--- config.mk ---
export PLATFORM = sky130hd
export DESIGN_NAME = fetch_queue_flat
export DESIGN_NICKNAME = d
export VERILOG_FILES = /design/src/rtl/fetch_queue_pkg.sv /design/src/rtl/fetch_queue_if.sv /design/src/rtl/fetch_queue_mem.sv /design/src/rtl/fetch_queue.sv /design/src/flat_wrapper.sv
export SDC_FILE = /design/constraint.sdc
export NUM_CORES = 1
export LEC_CHECK = 0
export CELL_PAD_IN_SITES_DETAIL_PLACEMENT = 1
export CELL_PAD_IN_SITES_GLOBAL_PLACEMENT = 1
export CORE_ASPECT_RATIO = 0.8
export CORE_MARGIN = 2
export CORE_UTILIZATION = 43
export DETAILED_ROUTE_END_ITERATION = 8
export GPL_TIMING_DRIVEN = 0
export PLACE_DENSITY_LB_ADDON = 0.2
export SYNTH_ARGS = -nofsm -noshare
export SYNTH_HDL_FRONTEND = slang
export SYNTH_HIERARCHICAL = 1
export SYNTH_SLANG_ARGS = --single-unit
export TNS_END_PERCENT = 100
--- constraint.sdc ---
create_clock -name CLK -period 13.6 [get_ports CLK]
set_input_delay 2.72 -clock CLK [delete_from_list [all_inputs] [get_ports CLK]]
set_output_delay 2.72 -clock CLK [all_outputs]
set_load 0.05 [all_outputs]
--- src/rtl/fetch_queue_pkg.sv ---
`default_nettype none
// ============================================================================
// Module  : fetch_queue_pkg
// Brief   : Fetch bundle width, field offsets and default queue depth.
// Revision: 1.0 - initial release
// ============================================================================
package fetch_queue_pkg;

    localparam int c_DEFAULT_DEPTH   = 4;

    localparam int c_INSTR_W         = 32;
    localparam int c_PC_W            = 32;
    localparam int c_PRED_ADDR_W     = 32;
    localparam int c_PRED_STATE_W    = 2;
    localparam int c_FETCH_BUNDLE_W  = c_INSTR_W + c_PC_W + c_PC_W + 1 + c_PRED_ADDR_W + c_PRED_STATE_W;

    // Bundle layout, LSB upward: state, target, taken, pc+4, pc, instr
    localparam int c_PRED_STATE_OFF  = 0;
    localparam int c_PRED_ADDR_OFF   = c_PRED_STATE_OFF + c_PRED_STATE_W;
    localparam int c_PRED_TAKEN_OFF  = c_PRED_ADDR_OFF + c_PRED_ADDR_W;
    localparam int c_PC_PLUS4_OFF    = c_PRED_TAKEN_OFF + 1;
    localparam int c_PC_OFF          = c_PC_PLUS4_OFF + c_PC_W;
    localparam int c_INSTR_OFF       = c_PC_OFF + c_PC_W;

endpackage : fetch_queue_pkg
`default_nettype wire

--- src/rtl/fetch_queue_if.sv ---
`default_nettype none
// ============================================================================
// Module  : fetch_queue_if
// Brief   : Fetch-side push bundle and IF/ID-side head bundle of the queue.
// Revision: 1.0 - initial release
// ============================================================================
interface fetch_queue_if #(
    parameter int DEPTH = 4
);
    localparam int PTR_W = $clog2(DEPTH);

    logic              FLUSH;
    logic              STALL;
    logic              Push_VALID;
    logic [31:0]       Instr1_IN;
    logic [31:0]       Instr_PC_IN;
    logic [31:0]       Instr_PC_Plus4_IN;
    logic              Branch_prediction_IN;
    logic [31:0]       Branch_prediction_addr_IN;
    logic [1:0]        Branch_predictions_IN;

    logic              Queue_FULL;
    logic [PTR_W:0]    Queue_COUNT;
    logic              Out_VALID;
    logic [31:0]       Instr1_IF;
    logic [31:0]       Instr_PC_IF;
    logic [31:0]       Instr_PC_Plus4_IF;
    logic              Branch_prediction_IF;
    logic [31:0]       Branch_prediction_addr_IF;
    logic [1:0]        Branch_predictions_IF;

    modport master (
        output FLUSH, STALL, Push_VALID, Instr1_IN, Instr_PC_IN, Instr_PC_Plus4_IN,
               Branch_prediction_IN, Branch_prediction_addr_IN, Branch_predictions_IN,
        input  Queue_FULL, Queue_COUNT, Out_VALID, Instr1_IF, Instr_PC_IF, Instr_PC_Plus4_IF,
               Branch_prediction_IF, Branch_prediction_addr_IF, Branch_predictions_IF
    );

    modport slave (
        input  FLUSH, STALL, Push_VALID, Instr1_IN, Instr_PC_IN, Instr_PC_Plus4_IN,
               Branch_prediction_IN, Branch_prediction_addr_IN, Branch_predictions_IN,
        output Queue_FULL, Queue_COUNT, Out_VALID, Instr1_IF, Instr_PC_IF, Instr_PC_Plus4_IF,
               Branch_prediction_IF, Branch_prediction_addr_IF, Branch_predictions_IF
    );

endinterface : fetch_queue_if
`default_nettype wire

--- src/rtl/fetch_queue_mem.sv ---
`default_nettype none
// ============================================================================
// Module  : fetch_queue_mem
// Brief   : DEPTH x WIDTH register file, synchronous write, asynchronous read.
// Revision: 1.0 - initial release
// ============================================================================
module fetch_queue_mem #(
    parameter int DEPTH = 4,
    parameter int WIDTH = 131,
    parameter int PTR_W = $clog2(DEPTH)
) (
    input  wire logic             CLK,
    input  wire logic             i_wr_en,
    input  wire logic [PTR_W-1:0] i_wr_addr,
    input  wire logic [WIDTH-1:0] i_wr_data,
    input  wire logic [PTR_W-1:0] i_rd_addr,
    output logic      [WIDTH-1:0] o_rd_data
);

    logic [WIDTH-1:0] r_mem [DEPTH];

    // Contents are meaningless until written, so the array carries no reset.
    always_ff @(posedge CLK) begin
        if (i_wr_en) begin
            r_mem[i_wr_addr] <= i_wr_data;
        end
    end

    assign o_rd_data = r_mem[i_rd_addr];

endmodule : fetch_queue_mem
`default_nettype wire

--- src/rtl/fetch_queue.sv ---
`default_nettype none
// ============================================================================
// Module  : fetch_queue
// Brief   : Instruction fetch queue feeding the IF/ID register; honours STALL
//           and FLUSH, back-pressures fetch when full. Define
//           FETCH_QUEUE_BYPASS_EN for zero-latency pass-through when empty.
// Revision: 1.0 - initial release
// ============================================================================
module fetch_queue
    import fetch_queue_pkg::*;
#(
    parameter int DEPTH = c_DEFAULT_DEPTH
) (
    input  wire logic      CLK,
    input  wire logic      RESET,
    fetch_queue_if.slave   fq
);

    localparam int             PTR_W        = $clog2(DEPTH);
    localparam logic [PTR_W:0] c_FULL_COUNT = (PTR_W+1)'(DEPTH);

    logic [PTR_W-1:0]            r_head;
    logic [PTR_W-1:0]            r_tail;
    logic [PTR_W:0]              r_count;

    logic [c_FETCH_BUNDLE_W-1:0] w_in_bundle;
    logic [c_FETCH_BUNDLE_W-1:0] w_rd_bundle;
    logic [c_FETCH_BUNDLE_W-1:0] w_head_bundle;
    logic                        w_full;
    logic                        w_empty;
    logic                        w_bypass;
    logic                        w_out_valid;
    logic                        w_push;
    logic                        w_pop;
    logic                        w_wr_en;
    logic                        w_rd_en;

    assign w_in_bundle = {fq.Instr1_IN, fq.Instr_PC_IN, fq.Instr_PC_Plus4_IN,
                          fq.Branch_prediction_IN, fq.Branch_prediction_addr_IN,
                          fq.Branch_predictions_IN};

    assign w_full  = (r_count == c_FULL_COUNT);
    assign w_empty = (r_count == '0);

`ifdef FETCH_QUEUE_BYPASS_EN
    assign w_bypass = w_empty && fq.Push_VALID && !fq.FLUSH && !RESET;
`else
    assign w_bypass = 1'b0;
`endif

    assign w_out_valid   = !w_empty || w_bypass;
    // An empty queue presents all-zero fields so a latched bubble is a NOP at PC 0
    assign w_head_bundle = w_bypass ? w_in_bundle :
                           (w_empty ? '0 : w_rd_bundle);

    assign w_push  = fq.Push_VALID && !w_full && !fq.FLUSH;
    assign w_pop   = w_out_valid && !fq.STALL && !fq.FLUSH;
    // A bypassed bundle consumed this cycle never touches storage; one held
    // by STALL is written normally and becomes the head.
    assign w_wr_en = w_push && !(w_bypass && !fq.STALL);
    assign w_rd_en = w_pop && !w_bypass;

    fetch_queue_mem #(
        .DEPTH (DEPTH),
        .WIDTH (c_FETCH_BUNDLE_W),
        .PTR_W (PTR_W)
    ) u_mem (
        .CLK       (CLK),
        .i_wr_en   (w_wr_en),
        .i_wr_addr (r_tail),
        .i_wr_data (w_in_bundle),
        .i_rd_addr (r_head),
        .o_rd_data (w_rd_bundle)
    );

    always_ff @(posedge CLK) begin
        if (RESET || fq.FLUSH) begin
            r_head  <= '0;
            r_tail  <= '0;
            r_count <= '0;
        end else begin
            if (w_wr_en) begin
                r_tail <= r_tail + PTR_W'(1);
            end
            if (w_rd_en) begin
                r_head <= r_head + PTR_W'(1);
            end
            case ({w_wr_en, w_rd_en})
                2'b10:   r_count <= r_count + (PTR_W+1)'(1);
                2'b01:   r_count <= r_count - (PTR_W+1)'(1);
                default: r_count <= r_count;
            endcase
        end
    end

    assign fq.Queue_FULL                = w_full;
    assign fq.Queue_COUNT               = r_count;
    assign fq.Out_VALID                 = w_out_valid;
    assign fq.Instr1_IF                 = w_head_bundle[c_INSTR_OFF      +: c_INSTR_W];
    assign fq.Instr_PC_IF               = w_head_bundle[c_PC_OFF         +: c_PC_W];
    assign fq.Instr_PC_Plus4_IF         = w_head_bundle[c_PC_PLUS4_OFF   +: c_PC_W];
    assign fq.Branch_prediction_IF      = w_head_bundle[c_PRED_TAKEN_OFF];
    assign fq.Branch_prediction_addr_IF = w_head_bundle[c_PRED_ADDR_OFF  +: c_PRED_ADDR_W];
    assign fq.Branch_predictions_IF     = w_head_bundle[c_PRED_STATE_OFF +: c_PRED_STATE_W];

endmodule : fetch_queue
`default_nettype wire

--- src/flat_wrapper.sv ---
// flat-port wrapper written by rule: the top's interface ports become plain ports
module fetch_queue_flat import fetch_queue_pkg::*;
#(
    parameter int DEPTH = c_DEFAULT_DEPTH
)
  (CLK, RESET, fq_FLUSH, fq_STALL, fq_Push_VALID, fq_Instr1_IN, fq_Instr_PC_IN, fq_Instr_PC_Plus4_IN, fq_Branch_prediction_IN, fq_Branch_prediction_addr_IN, fq_Branch_predictions_IN, fq_Queue_FULL, fq_Queue_COUNT, fq_Out_VALID, fq_Instr1_IF, fq_Instr_PC_IF, fq_Instr_PC_Plus4_IF, fq_Branch_prediction_IF, fq_Branch_prediction_addr_IF, fq_Branch_predictions_IF);
  fetch_queue_if #(.DEPTH(DEPTH)) fq_i ();
  input  wire logic CLK;
  input  wire logic RESET;
  input wire logic [$bits(fq_i.FLUSH)-1:0] fq_FLUSH;
  input wire logic [$bits(fq_i.STALL)-1:0] fq_STALL;
  input wire logic [$bits(fq_i.Push_VALID)-1:0] fq_Push_VALID;
  input wire logic [$bits(fq_i.Instr1_IN)-1:0] fq_Instr1_IN;
  input wire logic [$bits(fq_i.Instr_PC_IN)-1:0] fq_Instr_PC_IN;
  input wire logic [$bits(fq_i.Instr_PC_Plus4_IN)-1:0] fq_Instr_PC_Plus4_IN;
  input wire logic [$bits(fq_i.Branch_prediction_IN)-1:0] fq_Branch_prediction_IN;
  input wire logic [$bits(fq_i.Branch_prediction_addr_IN)-1:0] fq_Branch_prediction_addr_IN;
  input wire logic [$bits(fq_i.Branch_predictions_IN)-1:0] fq_Branch_predictions_IN;
  output wire logic [$bits(fq_i.Queue_FULL)-1:0] fq_Queue_FULL;
  output wire logic [$bits(fq_i.Queue_COUNT)-1:0] fq_Queue_COUNT;
  output wire logic [$bits(fq_i.Out_VALID)-1:0] fq_Out_VALID;
  output wire logic [$bits(fq_i.Instr1_IF)-1:0] fq_Instr1_IF;
  output wire logic [$bits(fq_i.Instr_PC_IF)-1:0] fq_Instr_PC_IF;
  output wire logic [$bits(fq_i.Instr_PC_Plus4_IF)-1:0] fq_Instr_PC_Plus4_IF;
  output wire logic [$bits(fq_i.Branch_prediction_IF)-1:0] fq_Branch_prediction_IF;
  output wire logic [$bits(fq_i.Branch_prediction_addr_IF)-1:0] fq_Branch_prediction_addr_IF;
  output wire logic [$bits(fq_i.Branch_predictions_IF)-1:0] fq_Branch_predictions_IF;
  assign fq_i.FLUSH = fq_FLUSH;
  assign fq_i.STALL = fq_STALL;
  assign fq_i.Push_VALID = fq_Push_VALID;
  assign fq_i.Instr1_IN = fq_Instr1_IN;
  assign fq_i.Instr_PC_IN = fq_Instr_PC_IN;
  assign fq_i.Instr_PC_Plus4_IN = fq_Instr_PC_Plus4_IN;
  assign fq_i.Branch_prediction_IN = fq_Branch_prediction_IN;
  assign fq_i.Branch_prediction_addr_IN = fq_Branch_prediction_addr_IN;
  assign fq_i.Branch_predictions_IN = fq_Branch_predictions_IN;
  assign fq_Queue_FULL = fq_i.Queue_FULL;
  assign fq_Queue_COUNT = fq_i.Queue_COUNT;
  assign fq_Out_VALID = fq_i.Out_VALID;
  assign fq_Instr1_IF = fq_i.Instr1_IF;
  assign fq_Instr_PC_IF = fq_i.Instr_PC_IF;
  assign fq_Instr_PC_Plus4_IF = fq_i.Instr_PC_Plus4_IF;
  assign fq_Branch_prediction_IF = fq_i.Branch_prediction_IF;
  assign fq_Branch_prediction_addr_IF = fq_i.Branch_prediction_addr_IF;
  assign fq_Branch_predictions_IF = fq_i.Branch_predictions_IF;
  fetch_queue #(.DEPTH(DEPTH)) u_core (.CLK(CLK), .RESET(RESET), .fq(fq_i));
endmodule
# Yosys cells after proc, flatten, opt, wreduce, memory -nomap -nowiden
# Memories as Yosys holds them, arrays and structs flattened. A register that Yosys moved wholly into a read port is not among the register bits.
# Cells that the tools add are included.
# op_classes
eq_ne	3
add_sub_neg	4
n_reduce_logical	11
mux	6
# op_table
op	count
2-to-1 mux 131 bit	1
case mux 3 bit (2 select lines)	1
adder 2 x 1 -> 2 bit (second input constant)	2
logical AND 1 bit	4
logical NOT 1 bit	4
2-to-1 mux 2 bit	2
adder 3 x 1 -> 3 bit (second input constant)	1
equality test 3 bit (second input constant)	1
logical NOT 3 bit	1
subtractor 3 x 1 -> 3 bit (second input constant)	1
equality test 2 x 1 -> 1 bit (second input constant)	1
equality test 2 bit (second input constant)	1
2-to-1 mux 1 bit	2
nonzero test 2 bit	1
logical OR 1 bit	1
# totals
ff_bits	7
memories	1
mem_bits_rw	524
inputBits	136
word_cells	28
output_inout_bits	136
# mem_list
memory	depth	width	rd	rd_ports_with_merged_regs	write_ports	line_no	source
u_core.u_mem.r_mem	4	131	1	1	1	fetch_queue_mem.sv:20	logic [WIDTH-1:0] r_mem [DEPTH];

# Longest topological paths before layout
# logic_depth
depth_word	6
ltp_mapped	8
depth_no_buf	8

# Modules after synthesis
# The synthesis kept the hierarchy.
# by_module_without_submodules
module	cells_per_inst	n_inst	seq_area_each_um2	area_each_um2
fetch_queue_mem	689	1	15735.1	18933.2
fetch_queue	190	1	140.1	1318.8

# Worst setup path after synthesis
# Ideal clock, no wire load.
# synth_path
kind	input-to-reg
start	input fq_Push_VALID
end	memory u_core.u_mem.r_mem[0][0] (enable)
setup_slack_ns	0.212
cell_stages	4
n_path_buf	0
arrival_time_ns	12.580
required_time_ns	12.793
setup_ns	0.807
cell_sequence	inv_1 -> or3_1 -> inv_1 -> nor3b_1
# synth_between
elab_chain_len	4
# synth_rtl
element	line_no	source
start: declaration	flat_wrapper.sv:12	input wire logic [$bits(fq_i.Push_VALID)-1:0] fq_Push_VALID;
logical AND 1 bit (2 in series)	fetch_queue.sv:56	assign w_push = fq.Push_VALID && !w_full && !fq.FLUSH;
via u_core.w_push	fetch_queue.sv:33	logic w_push;
2-to-1 mux 1 bit	fetch_queue_mem.sv:24	if (i_wr_en) begin
2-to-1 mux 1 bit (not written as such)	fetch_queue_mem.sv:25	r_mem[i_wr_addr] <= i_wr_data;
end: declaration	fetch_queue_mem.sv:20	
# The timed path passes the listed nets, and every way through them passes these cells.

==> impl_metrics.json <==
{
  "status": "complete, no violations",
  "ios": 272,
  "synth_cell_types": 28,
  "synth_seq_cells": 531,
  "syn_area_per_cell_um2": 23.0,
  "ys_seq_area_share_pct": 78.4,
  "grt_pass1_wl_mm": 65.5,
  "dpl.hpwl_mm": 28.1,
  "grt_use_total_pct": 18.1,
  "place_inst": 1792,
  "core_area_um2": 46700,
  "grt_max_degree": 56,
  "finClkSkew_ns": 0.0209,
  "syn-num-nets": 1017,
  "arrival_ns": 3.20,
  "grt-ovfl-total": 0,
  "hold_ws_ns": 0.525,
  "p_per_area_nw_per_um2": 132,
  "firstDrtPassIters": 4,
  "setup_viol_count_final": 0,
  "fp.dieW_um": 247,
  "clkSlewWorstSetupHoldPaths_ns": 0.06,
  "vdd_drop_max_uv": 96.1,
  "cts_buffers": 53,
  "synth_top_area_cell": "edfxtp_1",
  "synthFlopType": "edfxtp_1",
  "placed_cell_area_um2": 24100,
  "maxSlewViolCount": 0,
  "drc": 0,
  "insertion_delay_ns": 0.58,
  "antenna_found_initial": 6,
  "htreeDepth": 2,
  "dr.first_iter.drc_count": 496,
  "period_minus_slack_ns": 5.92,
  "rows": 71,
  "hp-class": "register to register",
  "ctsResizeCount": 0,
  "r2r_slack_ns": 10.34,
  "slew_headroom_pct": 37.0,
  "final_cells": 1889,
  "worst-setup-path-type": "register to output pin",
  "hold_viol": 0,
  "synth.area.top_cells": "edfxtp_1 78%, mux4_2 15%, and2_1 4.0%, buf_6 1.1%, dfxtp_1 0.69%",
  "start_util_pct": 43.3,
  "gp_congestion": 0.696,
  "synth-async-reset-ratio_pct": 0,
  "cts.sinks": 531,
  "syn_area_um2": 20300,
  "cts_setup_buffers": 0,
  "synth_most_common_cell": "edfxtp_1",
  "synth_edf_count": 524,
  "grt_pass1_vias": 10500,
  "area_growth_pct": 26.9,
  "yosysWarnings": 6,
  "nets": 1365,
  "syn_inst": 879,
  "ant_nets": 0,
  "via_count": 9696,
  "finalWirelength_mm": 43.6,
  "synth_top_cell_area_share_pct": 77.7,
  "rsz0062_at_grt": "no",
  "layout-drive-gt1-share_pct": 20.4,
  "cts_tree": "yes",
  "cts_hold_buf": 0,
  "die_y_um": 198,
  "final_area_um2": 25700,
  "critical_path.max_fanout": 10,
  "routed_via_density": 5.13,
  "cts_buffer_depth": 3,
  "startpoint_type": "register",
  "crit_required_ns": 10.88,
  "die_area_um2": 48900,
  "end_kind": "output pin",
  "fmax_ghz": 0.169,
  "drv_cap": 0,
  "yosys-top-cells-count": "524 x edfxtp_1, 131 x and2_1, 131 x mux4_2",
  "wl_per_cell_um": 23.1,
  "worst_pin_slew_ns": 0.945,
  "fin_crit_sh_pct": 43.5,
  "portBuffers": 271,
  "leakagePower_nw": 8.10,
  "cts_root_buf": "clkbuf_16"
}
## layout make-up
type	count	area, µm²
Tap cell	620	776
Antenna cell	3	7.51
Clock inverter	27	189
Timing Repair Buffer	293	3070
Inverter	6	22.5
Buffer	45	340
Sequential cell	531	15900
Clock buffer	67	1380
Multi-Input combinational cell	297	4030
Fill cell	4133	21000
## through the flow
step | TNS (ns) | total power [mW] | util, % | setup WS, ns
after floorplan | 0 | 1.97 | - | 0.212
after global placement | -1117.22 | 2.08 | 50.8 | -8.55
after detailed placement | 0 | 2.08 | 51.6 | 7.66
after CTS | 0 | 3.43 | 55.0 | 7.54
after global routing | 0 | 3.50 | 55.0 | 7.47
final | 0 | 3.38 | 55.0 | 7.68
## layout by cell type (no fill, tap or decap), types with 2 or more instances in the layout
master and n:
xor2_1 2, nor2_1 4, clkinv_2 7, bufinv_16 3, mux4_2 131, nor3b_2 2
a21oi_1 5, edfxtp_1 524, buf_2 14, clkbuf_1 25, dfxtp_1 7, diode_2 3
buf_6 33, and3b_4 2, buf_16 6, or3_1 6, and2_1 131, o21ai_0 4
clkdlybuf4s50_1 271, inv_1 5, clkbuf_16 53, clkinv_1 17, buf_8 2
## layer usage
| layer | up-vias | GRT usage, % | wire length [µm] |
|---|---|---|---|
| met2 | 242 | 28.8 | 21100 |
| met3 | 56 | 4.49 | 2560 |
| met5 | - | 0 | 46 |
| met1 | 5072 | 25.2 | 19200 |
| li1 | 4318 | - | - |
| met4 | 8 | 4.89 | 681 |
## final timing paths
path / start / end / cells after the start
hold / removal: u_core/r_head[1] / u_core/r_head[1] / 2
setup / recovery: u_core/r_head[1] / fq_Instr1_IF[23] / 6
setup reg to reg: u_core/fq.Queue_COUNT[0] / u_core/u_mem/r_mem[0][76] / 10
hold reg to reg: u_core/r_head[1] / u_core/r_head[1] / 2
## power breakdown
group          internal (mW)  total (mW)  switching [mW]  leakage (nW)
clock                  0.767        1.34           0.574         0.766
combinational         0.0939       0.205           0.111          2.52
sequential              1.83        1.83         0.00625          4.82
## logic make-up after synthesis
logic type,count (synthesis),share of synthesized area [%]
adder cells (fa/ha/maj),2,0.161
buffers and inverters,51,1.79
multiplexers,131,14.6
AO/OA/AOI/OAI,11,0.297
flip-flops,531,78.4
XOR/XNOR,2,0.0865
AND/OR/NAND/NOR,151,4.71
## state kept, by name, indices dropped and copies added (netlist names)
signal	count
u_core/fq.Queue_COUNT	3
u_core/u_mem/r_mem	524
u_core/r_tail	2
u_core/r_head	2
## worst max-delay path: stages (launching register included)
cell             delay, ns
dfxtp_1               0.34
clkbuf_1              0.20
buf_2                 0.42
buf_2                 0.37
mux4_2                0.35
and2_1                0.15
clkdlybuf4s50_1       0.77
Power figures use the tool's default switching activity.
